File: config.mk
export PLATFORM = sky130hd
export DESIGN_NAME = pll_phase_stepper
export DESIGN_NICKNAME = d
export VERILOG_FILES = /design/src/rtl/pll_phase_stepper.sv
export SDC_FILE = /design/constraint.sdc
export NUM_CORES = 1
export LEC_CHECK = 0
export ABC_AREA = 1
export BUFFER_PORTS_ARGS = -buffer_cell sky130_fd_sc_hd__clkbuf_2
export CAP_MARGIN = 15
export CORE_ASPECT_RATIO = 1.5
export CORE_UTILIZATION = 40
export CTS_CLUSTER_DIAMETER = 200
export DETAILED_ROUTE_END_ITERATION = 7
export PLACE_DENSITY_LB_ADDON = 0.15
export SETUP_SLACK_MARGIN = 0.3
export SYNTH_ARGS = -nofsm -noshare
export SYNTH_HDL_FRONTEND = slang
export SYNTH_SLANG_ARGS = --single-unit
File: constraint.sdc
create_clock -name clk -period 3.7 [get_ports clk]
set_clock_uncertainty 0.05 [all_clocks]
set_input_delay 0.74 -clock clk [delete_from_list [all_inputs] [get_ports clk]]
set_output_delay 0.74 -clock clk [all_outputs]
set_load 0.02 [all_outputs]
File: src/rtl/pll_phase_stepper.sv
// pll_phase_stepper: brings the PLL out of reset, waits for lock, then steps
// individual output phases through PSSEL/PSDIR/PSPULSE while tracking each phase.
module pll_phase_stepper #(
    parameter int NUM_CH       = 2,
    parameter int PHASE_STEPS  = 400,
    parameter int PHASE_W      = 9,
    parameter int SETUP_CYC    = 2,
    parameter int PULSE_W      = 4,
    parameter int GAP          = 16,
    parameter int RST_CYCLES   = 16,
    parameter int LOCK_TIMEOUT = 4096
) (
    input  logic                      clk,
    input  logic                      reset,
    input  logic                      pll_lock,
    input  logic                      req_valid,
    output logic                      req_ready,
    input  logic [2:0]                req_ch,
    input  logic                      req_dir,
    input  logic [PHASE_W-1:0]        req_steps,
    output logic                      done,
    output logic                      err,
    output logic                      busy,
    output logic                      locked,
    output logic                      lock_lost,
    input  logic                      clear_lost,
    output logic [NUM_CH*PHASE_W-1:0] phase,
    output logic                      pll_reset,
    output logic [2:0]                ps_sel,
    output logic                      ps_dir,
    output logic                      ps_pulse
);
    localparam int CNT_W = $clog2(LOCK_TIMEOUT + RST_CYCLES + GAP + PULSE_W + SETUP_CYC + 1);

    typedef enum logic [2:0] {PLL_RST, WAIT_LOCK, IDLE, SETUP, PULSE_HI, PULSE_LO, DONE} state_t;

    state_t               state_q, state_d;
    logic [CNT_W-1:0]     cnt_q, cnt_d;
    logic [1:0]           sync_q, sync_d;
    logic [PHASE_W-1:0]   rem_q, rem_d;
    logic [PHASE_W-1:0]   phase_q [NUM_CH];
    logic [PHASE_W-1:0]   phase_d [NUM_CH];
    logic                 pll_reset_q, pll_reset_d, ps_dir_q, ps_dir_d, ps_pulse_q, ps_pulse_d;
    logic [2:0]           ps_sel_q, ps_sel_d;
    logic                 req_ready_q, req_ready_d, busy_q, busy_d, locked_q, locked_d;
    logic                 done_q, done_d, err_q, err_d, lock_lost_q, lock_lost_d;
    logic                 clr;

    always_comb begin
        state_d     = state_q;
        cnt_d       = cnt_q + CNT_W'(1);
        sync_d      = {sync_q[0], pll_lock};
        rem_d       = rem_q;
        phase_d     = phase_q;
        pll_reset_d = pll_reset_q;
        ps_sel_d    = ps_sel_q;
        ps_dir_d    = ps_dir_q;
        ps_pulse_d  = ps_pulse_q;
        req_ready_d = req_ready_q;
        busy_d      = busy_q;
        locked_d    = locked_q;
        done_d      = 1'b0;
        err_d       = 1'b0;
        lock_lost_d = clear_lost ? 1'b0 : lock_lost_q;
        clr         = 1'b0;
        case (state_q)
            PLL_RST: if (cnt_q == CNT_W'(RST_CYCLES - 1)) begin
                state_d     = WAIT_LOCK;
                cnt_d       = '0;
                pll_reset_d = 1'b0;
            end
            WAIT_LOCK: if (sync_q[1]) begin
                state_d     = IDLE;
                locked_d    = 1'b1;
                req_ready_d = 1'b1;
                busy_d      = 1'b0;
            end else if (cnt_q == CNT_W'(LOCK_TIMEOUT - 1)) begin
                state_d     = PLL_RST;
                cnt_d       = '0;
                pll_reset_d = 1'b1;
                clr         = 1'b1;
            end
            IDLE: if (req_valid) begin
                req_ready_d = 1'b0;
                busy_d      = 1'b1;
                cnt_d       = '0;
                rem_d       = req_steps;
                if (int'(req_ch) >= NUM_CH || req_steps == '0) begin
                    state_d = DONE;
                    done_d  = 1'b1;
                    err_d   = int'(req_ch) >= NUM_CH;
                end else begin
                    state_d  = SETUP;
                    ps_sel_d = req_ch;
                    ps_dir_d = req_dir;
                end
            end
            SETUP: if (cnt_q == CNT_W'(SETUP_CYC - 1)) begin
                state_d    = PULSE_HI;
                cnt_d      = '0;
                ps_pulse_d = 1'b1;
            end
            PULSE_HI: if (cnt_q == CNT_W'(PULSE_W - 1)) begin
                state_d    = PULSE_LO;
                cnt_d      = '0;
                ps_pulse_d = 1'b0;
                rem_d      = rem_q - PHASE_W'(1);
                for (int i = 0; i < NUM_CH; i++)
                    if (ps_sel_q == 3'(i))
                        phase_d[i] = ps_dir_q
                            ? (phase_q[i] == '0 ? PHASE_W'(PHASE_STEPS - 1) : phase_q[i] - PHASE_W'(1))
                            : (phase_q[i] == PHASE_W'(PHASE_STEPS - 1) ? '0 : phase_q[i] + PHASE_W'(1));
            end
            PULSE_LO: if (cnt_q == CNT_W'(GAP - 1)) begin
                state_d    = rem_q == '0 ? DONE : PULSE_HI;
                cnt_d      = '0;
                ps_pulse_d = rem_q != '0;
                done_d     = rem_q == '0;
            end
            DONE: begin
                state_d     = IDLE;
                req_ready_d = 1'b1;
                busy_d      = 1'b0;
            end
            default: state_d = PLL_RST;
        endcase
        // Lock loss overrides whatever the FSM chose; an in-flight or just-offered request is aborted.
        if (!sync_q[1] && state_q inside {IDLE, SETUP, PULSE_HI, PULSE_LO}) begin
            state_d     = PLL_RST;
            cnt_d       = '0;
            pll_reset_d = 1'b1;
            ps_pulse_d  = 1'b0;
            req_ready_d = 1'b0;
            busy_d      = 1'b1;
            locked_d    = 1'b0;
            lock_lost_d = 1'b1;
            done_d      = state_q != IDLE || req_valid;
            err_d       = state_q != IDLE || req_valid;
            clr         = 1'b1;
        end
        if (clr)
            for (int i = 0; i < NUM_CH; i++) phase_d[i] = '0;
    end

    always_ff @(posedge clk or posedge reset) begin
        if (reset) begin
            state_q     <= PLL_RST;
            cnt_q       <= '0;
            sync_q      <= '0;
            rem_q       <= '0;
            for (int i = 0; i < NUM_CH; i++) phase_q[i] <= '0;
            pll_reset_q <= 1'b1;
            ps_sel_q    <= '0;
            ps_dir_q    <= 1'b0;
            ps_pulse_q  <= 1'b0;
            req_ready_q <= 1'b0;
            busy_q      <= 1'b1;
            locked_q    <= 1'b0;
            done_q      <= 1'b0;
            err_q       <= 1'b0;
            lock_lost_q <= 1'b0;
        end else begin
            state_q     <= state_d;
            cnt_q       <= cnt_d;
            sync_q      <= sync_d;
            rem_q       <= rem_d;
            phase_q     <= phase_d;
            pll_reset_q <= pll_reset_d;
            ps_sel_q    <= ps_sel_d;
            ps_dir_q    <= ps_dir_d;
            ps_pulse_q  <= ps_pulse_d;
            req_ready_q <= req_ready_d;
            busy_q      <= busy_d;
            locked_q    <= locked_d;
            done_q      <= done_d;
            err_q       <= err_d;
            lock_lost_q <= lock_lost_d;
        end
    end

    always_comb
        for (int i = 0; i < NUM_CH; i++) phase[i*PHASE_W +: PHASE_W] = phase_q[i];

    assign pll_reset = pll_reset_q;
    assign ps_sel    = ps_sel_q;
    assign ps_dir    = ps_dir_q;
    assign ps_pulse  = ps_pulse_q;
    assign req_ready = req_ready_q;
    assign busy      = busy_q;
    assign locked    = locked_q;
    assign done      = done_q;
    assign err       = err_q;
    assign lock_lost = lock_lost_q;
endmodule
## Word level (Yosys, flattened, before mapping)

Index checks and enable logic that the tools add are counted.

| storage, ports and cells | value |
|---|---|
| register bits | 57 |
| input bits | 18 |
| word-level logic and storage cells | 150 |

| operators by class | value |
|---|---|
| bitwise gates (word level) | 1 |
| reductions and logical operators | 33 |
| magnitude comparators | 1 |
| muxes and demuxes | 68 |
| equal/unequal tests | 25 |
| $add $sub $neg | 6 |

Operator list:

| cell | number |
|---|---|
| 2-to-1 mux 13 bit | 7 |
| 2-to-1 mux 9 bit | 10 |
| case mux 13 bit (5 select lines) | 1 |
| 2-to-1 mux 18 bit | 3 |
| logical NOT 9 bit | 4 |
| 2-to-1 mux 1 bit | 30 |
| 2-to-1 mux 3 bit | 9 |
| subtractor 9 x 1 -> 9 bit (second input constant) | 3 |
| case mux 3 bit (7 select lines) | 1 |
| adder 9 x 1 -> 9 bit (second input constant) | 2 |
| equality test 9 bit (second input constant) | 2 |
| case mux 9 bit (2 select lines) | 1 |
| nonzero test 2 bit | 8 |
| != test 3 x 2 -> 1 bit (second input constant) | 5 |
| AND reduction 3 bit | 5 |
| adder 13 x 1 -> 13 bit (second input constant) | 1 |
| equality test 13 x 1 -> 1 bit (second input constant) | 1 |
| equality test 13 x 12 -> 1 bit (second input constant) | 1 |
| equality test 13 x 2 -> 1 bit (second input constant) | 1 |
| equality test 13 x 4 -> 1 bit (second input constant) | 1 |
| != test 3 bit (second input constant) | 4 |
| nonzero test 4 bit | 3 |
| equality test 3 bit (second input constant) | 3 |
| case mux 1 bit (3 select lines) | 3 |
| 18 further kinds | 25 |

## Logic depth before layout (Yosys ltp)

Gate-level depths: netlist of the first run.

| logic depth | value |
|---|---|
| word-level depth | 7 |
| gate-level depth with buffers | 12 |
| mapped depth without buffers | 11 |

## Least setup slack after synthesis of the first run

OpenSTA, ideal clock, no wires.

| path | value |
|---|---|
| path type | reg2reg |
| start | register state_q[1] |
| end | register phase_q (netlist bit phase[0]) |
| setup slack | 2037 ps |
| cell stages (with the launch flop) | 9 |
| arrival | 1548 ps |
| period minus slack after synthesis | 1663 ps |
| required time | 3585 ps |
| path through | dfrtp_1 > ha_1 > nand2_2 > inv_1 > a21oi_4 > inv_2 > nor2_1 > nand2_1 > nand2_1 |

| between the ends | value |
|---|---|
| longest elaborated chain between the ends | 6 |
| elaborated cells on any way between the ends | 14 |
| those cells by class | eq/ne: 5; mux: 3; reduce/logical: 6 |

RTL lines:

| element | RTL line | source |
|---|---|---|
| from (decl) | 37 | `state_t state_q, state_d;` |
| from (signal assigned) | 163 | `state_q <= state_d;` |
| equality test 3 x 2 -> 1 bit, or another cell as far along | 128 | `if (!sync_q[1] && state_q inside {IDLE, SETUP, PULSE_HI, PULSE_LO}) begin` |
| nonzero test 4 bit | 128 |  |
| logical AND 1 bit | 128 |  |
| 2-to-1 mux 1 bit | 128 |  |
| nonzero test 2 bit (no source line) | n/a |  |
| AND reduction 3 bit (no source line) | n/a |  |
| to (signal assigned) | 167 | `phase_q <= phase_d;` |
| to (decl) | 41 | `logic [PHASE_W-1:0] phase_q [NUM_CH];` |

Parallel ways exist; a longest one is shown, timed or not.
A chain may end at the register's enable or synchronous reset.

## Final worst setup path of the first run

| path | value |
|---|---|
| start | register state_q[1] |
| end | register phase_q (netlist bit phase[7]) |

The elaborated chain is that of the path after synthesis.

==> results.tsv, run 1 <==
stage	metric	value	unit
routing	Avg Vias per Cell	5.11	
routing	vias	4039	
clocking	CTS Buf Count	9	
placement	Final HPWL DP	7820	µm
power_and_ir_drop	Leakage Power	2.61	nW
synthesis	Ys Warns	0	
critical_path	CP bufs+invs	2	
floorplan	# rows	45	
synthesis	Post-synth EDFFs	0	
grt	initial antenna violation count	0	
timing	Slew HR	45.2	%
synthesis	syn nets	653	
clocking	clock sink count	57	
routing	WL met2	5230	µm
power_and_ir_drop	Power Density	715	mW/mm²
critical_path	Cell Chain, Critical Path	ha_1, nand2_2, inv_1, a21oi_4, inv_2, nor2_1, nand2_1, nand2_1	
layout	Final Core Density	46.9	%
timing	period utilization	67.6	%
synthesis	top cells by area, synth	dfrtp_1 33%, nand2_1 18%, nand3_1 7.5%	
layout	Final Net Count	697	
routing	highest routed layer	met4	
clocking	CTS clock-pin slew for the worst setup and hold paths	0.05	ns
floorplan	Core ar.	0.0101	mm²
grt	largest net degree at the start of global routing	40	
hold_path	Hold Crit Depth	0	
grt	total track usage	20.8	%
layout	post-synthesis to final-layout area growth	15.0	%
timing	fin. max-slew vios	0	
routing	initial DRC count	192	
grt	GRT overflow	0	
synthesis	Post-synth ARST share	100	%
clocking	clock buffer depth	2	
routing	DRT met1 WL	4560	µm
critical_path	type of the worst setup path	register to register	
critical_path	Critical Path Sink Type	register	
floorplan	chip width	84.8	µm
placement	placed inst area	0.00442	mm²
critical_path	most frequent CP cell	nand2_1	
outcome	failing checks	design-rule violations	
clocking	clock insertion delay at the later pin of the skew report	0.33	ns
timing	Setup Viol. Count Final	0	
power_and_ir_drop	Peak VDD IR	0.314	mV
critical_path	family with the most delay on the worst path	simple AND/OR/NAND/NOR gates	
clocking	H-tree depth	3	
synthesis	Mean Syn Cell Area	6.59	µm²
grt	first-pass GRT wire length	17700	µm
routing	detailed-route wire length per cell	13.2	µm
placement	routability cong.	0.896	
synthesis	Syn Std Cell Area	0.00411	mm²
clocking	CTS tree	built	
synthesis	Synth area leader	dfrtp_1	
hold_path	Min-Delay Path Class	register to register	
floorplan	Ports	48	
layout	share of cells above drive strength 1	14.3	%
timing	hold_ws	0.356	ns
critical_path	worst r2r dst	phase[7]	
timing	Final Hold Fails	0	
routing	final WL	10400	µm
critical_path	reg2reg start	state_q[1]	
routing	met3 WL	359	µm
routing	Final ANT Viol Nets	0	
critical_path	CP Data Required Time	3.91	ns
grt	vias in the first global route	3874	
clocking	Post-CTS Setup Bufs	0	
critical_path	highest-delay cell along the critical path	a21oi_4	
critical_path	Worst Path Max Fanout	19	
synthesis	post-synth cell types	35	
timing	RSZ-0062 raised after global routing	false	
flow_run	MaxCap Viol Count	0	
placement	PortBufs	47	
clocking	Root Driver	clkbuf_16	
critical_path	Worst Path Arrival	2.72	ns
timing	maximum clock frequency	0.400	GHz
clocking	# hold bufs at CTS	0	
timing	Tmin final	2.50	ns
timing	Worst-Margin Slew	0.820	ns
clocking	# resized after CTS	0	
floorplan	Initial Util	40.8	%
floorplan	DIE AREA	0.0107	mm²
layout	commonest non-fill, non-tap cells in the layout	194 x nand2_1, 78 x inv_1, 72 x nor2_1	
floorplan	die height	126	µm
critical_path	reg2reg setup slack	1.20	ns
routing	residual DRC count	4	
synthesis	top cell type's share of synthesized area	33.5	%
critical_path	Startpoint Class	register	
synthesis	Yosys reg bits	57	
critical_path	peak per-stage delay on the critical path	0.49	ns
routing	drt pass-1 iters	7	
timing	Fin Setup TNS	0	ns
synthesis	Post-synth top flop	dfrtp_1	
synthesis	Seq/Total Area, Yosys	34.8	%
outcome	status	complete, but fails checks	
layout	final std cell area, no fill	0.00473	mm²
hold_path	Hold Crit Start	sync_q[0]	
hold_path	Hold EP	sync_q[1]	
layout	n_diodes	0	
critical_path	R2R depth	8	
layout	commonest non-fill, non-tap cell in the layout	nand2_1	
synthesis	post-synthesis cell count	624	
## layer usage
layer | up-vias | GRT usage (%)
met4 | 0 | 9.87
met3 | 19 | 3.28
li1 | 2076 | -
met5 | - | 0
met1 | 1856 | 25.3
met2 | 88 | 35.8
## kinds of logic after synthesis
| kind of cell | synth area share (%) |
|---|---|
| AO/OA/AOI/OAI | 8.70 |
| XOR/XNOR | 2.56 |
| adder cells (fa/ha/maj) | 3.35 |
| buffers and inverters | 9.65 |
| flip-flops | 34.8 |
| AND/OR/NAND/NOR | 41.0 |
## area by class of cell
| type | instances | area, µm² |
|---|---|---|
| fillers | 1042 | 5350 |
| clock inverters | 2 | 35.0 |
| flip-flops and latches | 57 | 1430 |
| well taps | 117 | 146 |
| multi-input cells | 468 | 2290 |
| clock buffers | 14 | 274 |
| repair buffers | 48 | 243 |
| inverters | 84 | 315 |
## flip-flops by register name, summed over array words and instances, names as in the netlist, 2 cells and up
signal	cells
phase	18
cnt_q	13
rem_q	9
ps_sel	3
state_q	3
sync_q	2
## per-stage QoR
step	setup slack, ns	power (mW)	instances
4_1_cts	1.16	3.40	790
6_report	1.20	3.38	790
5_1_grt	0.956	3.66	790
3_5_place_dp	1.19	2.54	774
3_3_place_gp	1.28	2.52	774
2_1_floorplan	1.51	2.16	624
## synth_stat cells (all sizes together) (2+ instances only)
cell	count
nand2	200
nor2	86
inv	84
nand3	65
dfrtp	55
o21ai	43
nand4	19
a21oi	15
ha	11
buf	10
xor2	9
clkbuf	5
nor3	5
xnor2	3
a211oi	2
dfstp	2
o21a	2
o21bai	2
or2	2
## power by group
group	total, mW	switching [mW]	internal [mW]
clock	0.846	0.272	0.574
sequential	0.972	0.177	0.795
combinational	1.56	1.06	0.501
## worst max-delay path by stage
stage / startpoint / end / depth (start not counted)
finish: state_q[1] / phase[7] / 8
global route: state_q[1] / phase[0] / 8
CTS: state_q[1] / phase[15] / 8
detailed placement: state_q[1] / phase[1] / 8
global placement: state_q[1] / phase[7] / 8
floorplan: reset / cnt_q[0] / 1
No activity file was read; power rests on OpenSTA's default activity.
==> run 2: changes to the inputs <==
==> constraint.sdc (replaced) <==
create_clock -name clk -period 2.47 [get_ports clk]
set_clock_uncertainty 0.05 [all_clocks]
set_input_delay 0.494 -clock clk [delete_from_list [all_inputs] [get_ports clk]]
set_output_delay 0.494 -clock clk [all_outputs]
set_load 0.02 [all_outputs]
==> results.tsv, run 2 (synthesized netlist as in run 1, its figures left out) <==
stage	metric	value	unit	change
grt	initial antenna violation count	0		unchanged
layout	n_diodes	0		unchanged
clocking	H-tree depth	3		unchanged
routing	drt pass-1 iters	7		unchanged
critical_path	Startpoint Class	register		
clocking	Post-CTS Setup Bufs	0		unchanged
clocking	CTS Buf Count	9		unchanged
clocking	Root Driver	clkbuf_16		
power_and_ir_drop	Leakage Power	2.65	nW	+1.4%
timing	maximum clock frequency	0.531	GHz	+33%
layout	max reg flops	18		unchanged
critical_path	type of the worst setup path	register to register		
power_and_ir_drop	Internal	2.84	mW	+52%
clocking	clock sink count	57		unchanged
routing	initial DRC count	183		-4.7%
clocking	CTS tree	built		
timing	period utilization	76.2	%	+8.6 points
placement	Final HPWL DP	7700	µm	-1.6%
power_and_ir_drop	sw power	2.23	mW	+48%
routing	residual DRC count	4		unchanged
grt	total track usage	20.6	%	-0.19 points
routing	detailed-route wire length per cell	13.0	µm	-1.1%
timing	Tmin final	1.88	ns	-0.619 ns
placement	routability cong.	0.883		-1.4%
power_and_ir_drop	Peak VDD IR	0.441	mV	+40%
layout	commonest non-fill, non-tap cells in the layout	194 x nand2_1, 78 x inv_1, 72 x nor2_1		
layout	post-synthesis to final-layout area growth	16.3	%	
outcome	failing checks	design-rule violations		
layout	Final Net Count	702		+0.72%
power_and_ir_drop	switching part of the total	44.1	%	-0.59 points
timing	Worst-Margin Slew	0.579	ns	-0.241 ns
placement	PortBufs	47		unchanged
critical_path	Worst Path Max Fanout	12		-7
clocking	CTS clock-pin slew for the worst setup and hold paths	0.05	ns	about the same
clocking	clock buffer depth	2		unchanged
power_and_ir_drop	clock share of power	25.1	%	about the same
routing	Final ANT Viol Nets	0		unchanged
clocking	# hold bufs at CTS	0		unchanged
layout	share of cells above drive strength 1	14.9	%	+0.63 points
grt	vias in the first global route	3884		+0.26%
grt	first-pass GRT wire length	17600	µm	-0.55%
routing	Avg Vias per Cell	5.17		+1.0%
timing	Slew HR	61.3	%	+16 points
timing	Fin Setup TNS	0	ns	unchanged
critical_path	highest-delay cell along the critical path	dfrtp_1		
critical_path	peak per-stage delay on the critical path	0.39	ns	-0.10 ns
critical_path	CP Data Required Time	2.64	ns	-1.27 ns
routing	final WL	10400	µm	-0.48%
layout	Final Non-Filler Cells	795		+0.63%
power_and_ir_drop	Comb power frac	46.8	%	+0.6 points
floorplan	Ports	48		unchanged
timing	Final Hold Fails	0		unchanged
timing	RSZ-0062 raised after global routing	false		
critical_path	Cell Chain, Critical Path	ha_1, nand3_2, nor2_1, nand2_1, nand2_1, nand3_1, inv_1, nand3_2, nand2_1, inv_1		
outcome	status	complete, but fails checks		
routing	vias	4107		+1.7%
timing	fin. max-slew vios	0		unchanged
critical_path	Worst Path Arrival	2.05	ns	-0.67 ns
critical_path	Critical Path Sink Type	register		
power_and_ir_drop	Seq pwr share	28.1	%	-0.7 points
floorplan	Initial Util	40.8	%	unchanged
timing	Setup Viol. Count Final	0		unchanged
floorplan	die height	126	µm	unchanged
clocking	clock insertion delay at the later pin of the skew report	0.33	ns	about the same
hold_path	Min-Delay Path Class	input pin to async pin		
floorplan	Core ar.	0.0101	mm²	unchanged
layout	commonest non-fill, non-tap cell in the layout	nand2_1		
critical_path	most frequent CP cell	nand2_1		
floorplan	chip width	84.8	µm	unchanged
placement	Cells after DPL	779		+0.65%
flow_run	MaxCap Viol Count	0		unchanged
floorplan	DIE AREA	0.0107	mm²	unchanged
floorplan	# rows	45		unchanged
grt	GRT overflow	0		unchanged
grt	largest net degree at the start of global routing	33		-18%
power_and_ir_drop	Power Density	1060	mW/mm²	+48%
run 2: cell types whose count changed in the layout (fill, tap and decap cells not counted):
cell / change
buf_12: +1
buf_4: +4
nand2_2: -1
nand2_4: +1
run 2: per-stage QoR:
| step | total power [mW] | instance area [µm²] | setup WS, ns | hold slack (ns) | utilization (%) |
|---|---|---|---|---|---|
| 6_report | 5.07 | 4780 | 0.587 | 0.165 | 47.5 |
| 5_1_grt | 5.51 | 4780 | 0.369 | 0.223 | 47.5 |
| 3_5_place_dp | 3.80 | 4470 | 0.521 | 0.287 | 44.3 |
| 2_1_floorplan | 3.23 | 4110 | 0.530 | 0.281 | - |
| 4_1_cts | 5.10 | 4780 | 0.491 | 0.180 | 47.4 |
| 3_3_place_gp | 3.77 | 4470 | 0.539 | 0.298 | 44.3 |
run 2: power groups by stage:
stage / clock network (mW) / registers, mW / logic [mW]
floorplan: 0 / 1.53 / 1.70
global placement: 0 / 1.43 / 2.34
detailed placement: 0 / 1.44 / 2.36
CTS: 1.30 / 1.43 / 2.37
global route: 1.35 / 1.46 / 2.71
finish: 1.27 / 1.43 / 2.37
run 2: timing repair:
action	CTS	global route
gates resized for setup	0	1
hold endpoints to repair	0	0
setup endpoints to repair	0	1
run 2: layer usage:
metal  part of all wire, %  vias up  global-route usage, %
li1                      -     2079                      -
met1                    43     1925                   24.7
met5                     0        -                      0
met4                   1.3        0                   6.38
met2                    52       92                   37.0
met3                   3.8       11                   4.06
run 2: cell type report:
type / instances / area (µm²)
Timing Repair Buffer: 53 / 293
Tap cell: 117 / 146
Clock inverter: 2 / 35.0
Sequential cell: 57 / 1430
Inverter: 84 / 315
Multi-Input combinational cell: 468 / 2290
Clock buffer: 14 / 274
Fill cell: 1040 / 5300
run 2: critical path, delay by kind of cell, from the launching register on:
family / cells / cell delay (ns)
buf+inv: 2 / 0.14
flops: 1 / 0.39
simple gates: 7 / 0.96
fa+ha+maj: 1 / 0.24
run 2: final timing paths:
kind,slack [ns],to,from,cells past startpoint
min in group clk,0.23,sync_q[0],pll_lock,1
max in group asynchronous,1.62,cnt_q[9],reset,3
min reg2reg,0.31,sync_q[1],sync_q[0],0
max reg2reg,0.59,cnt_q[10],cnt_q[0],10
max,0.59,cnt_q[10],cnt_q[0],10
min,0.17,phase[7],reset,2
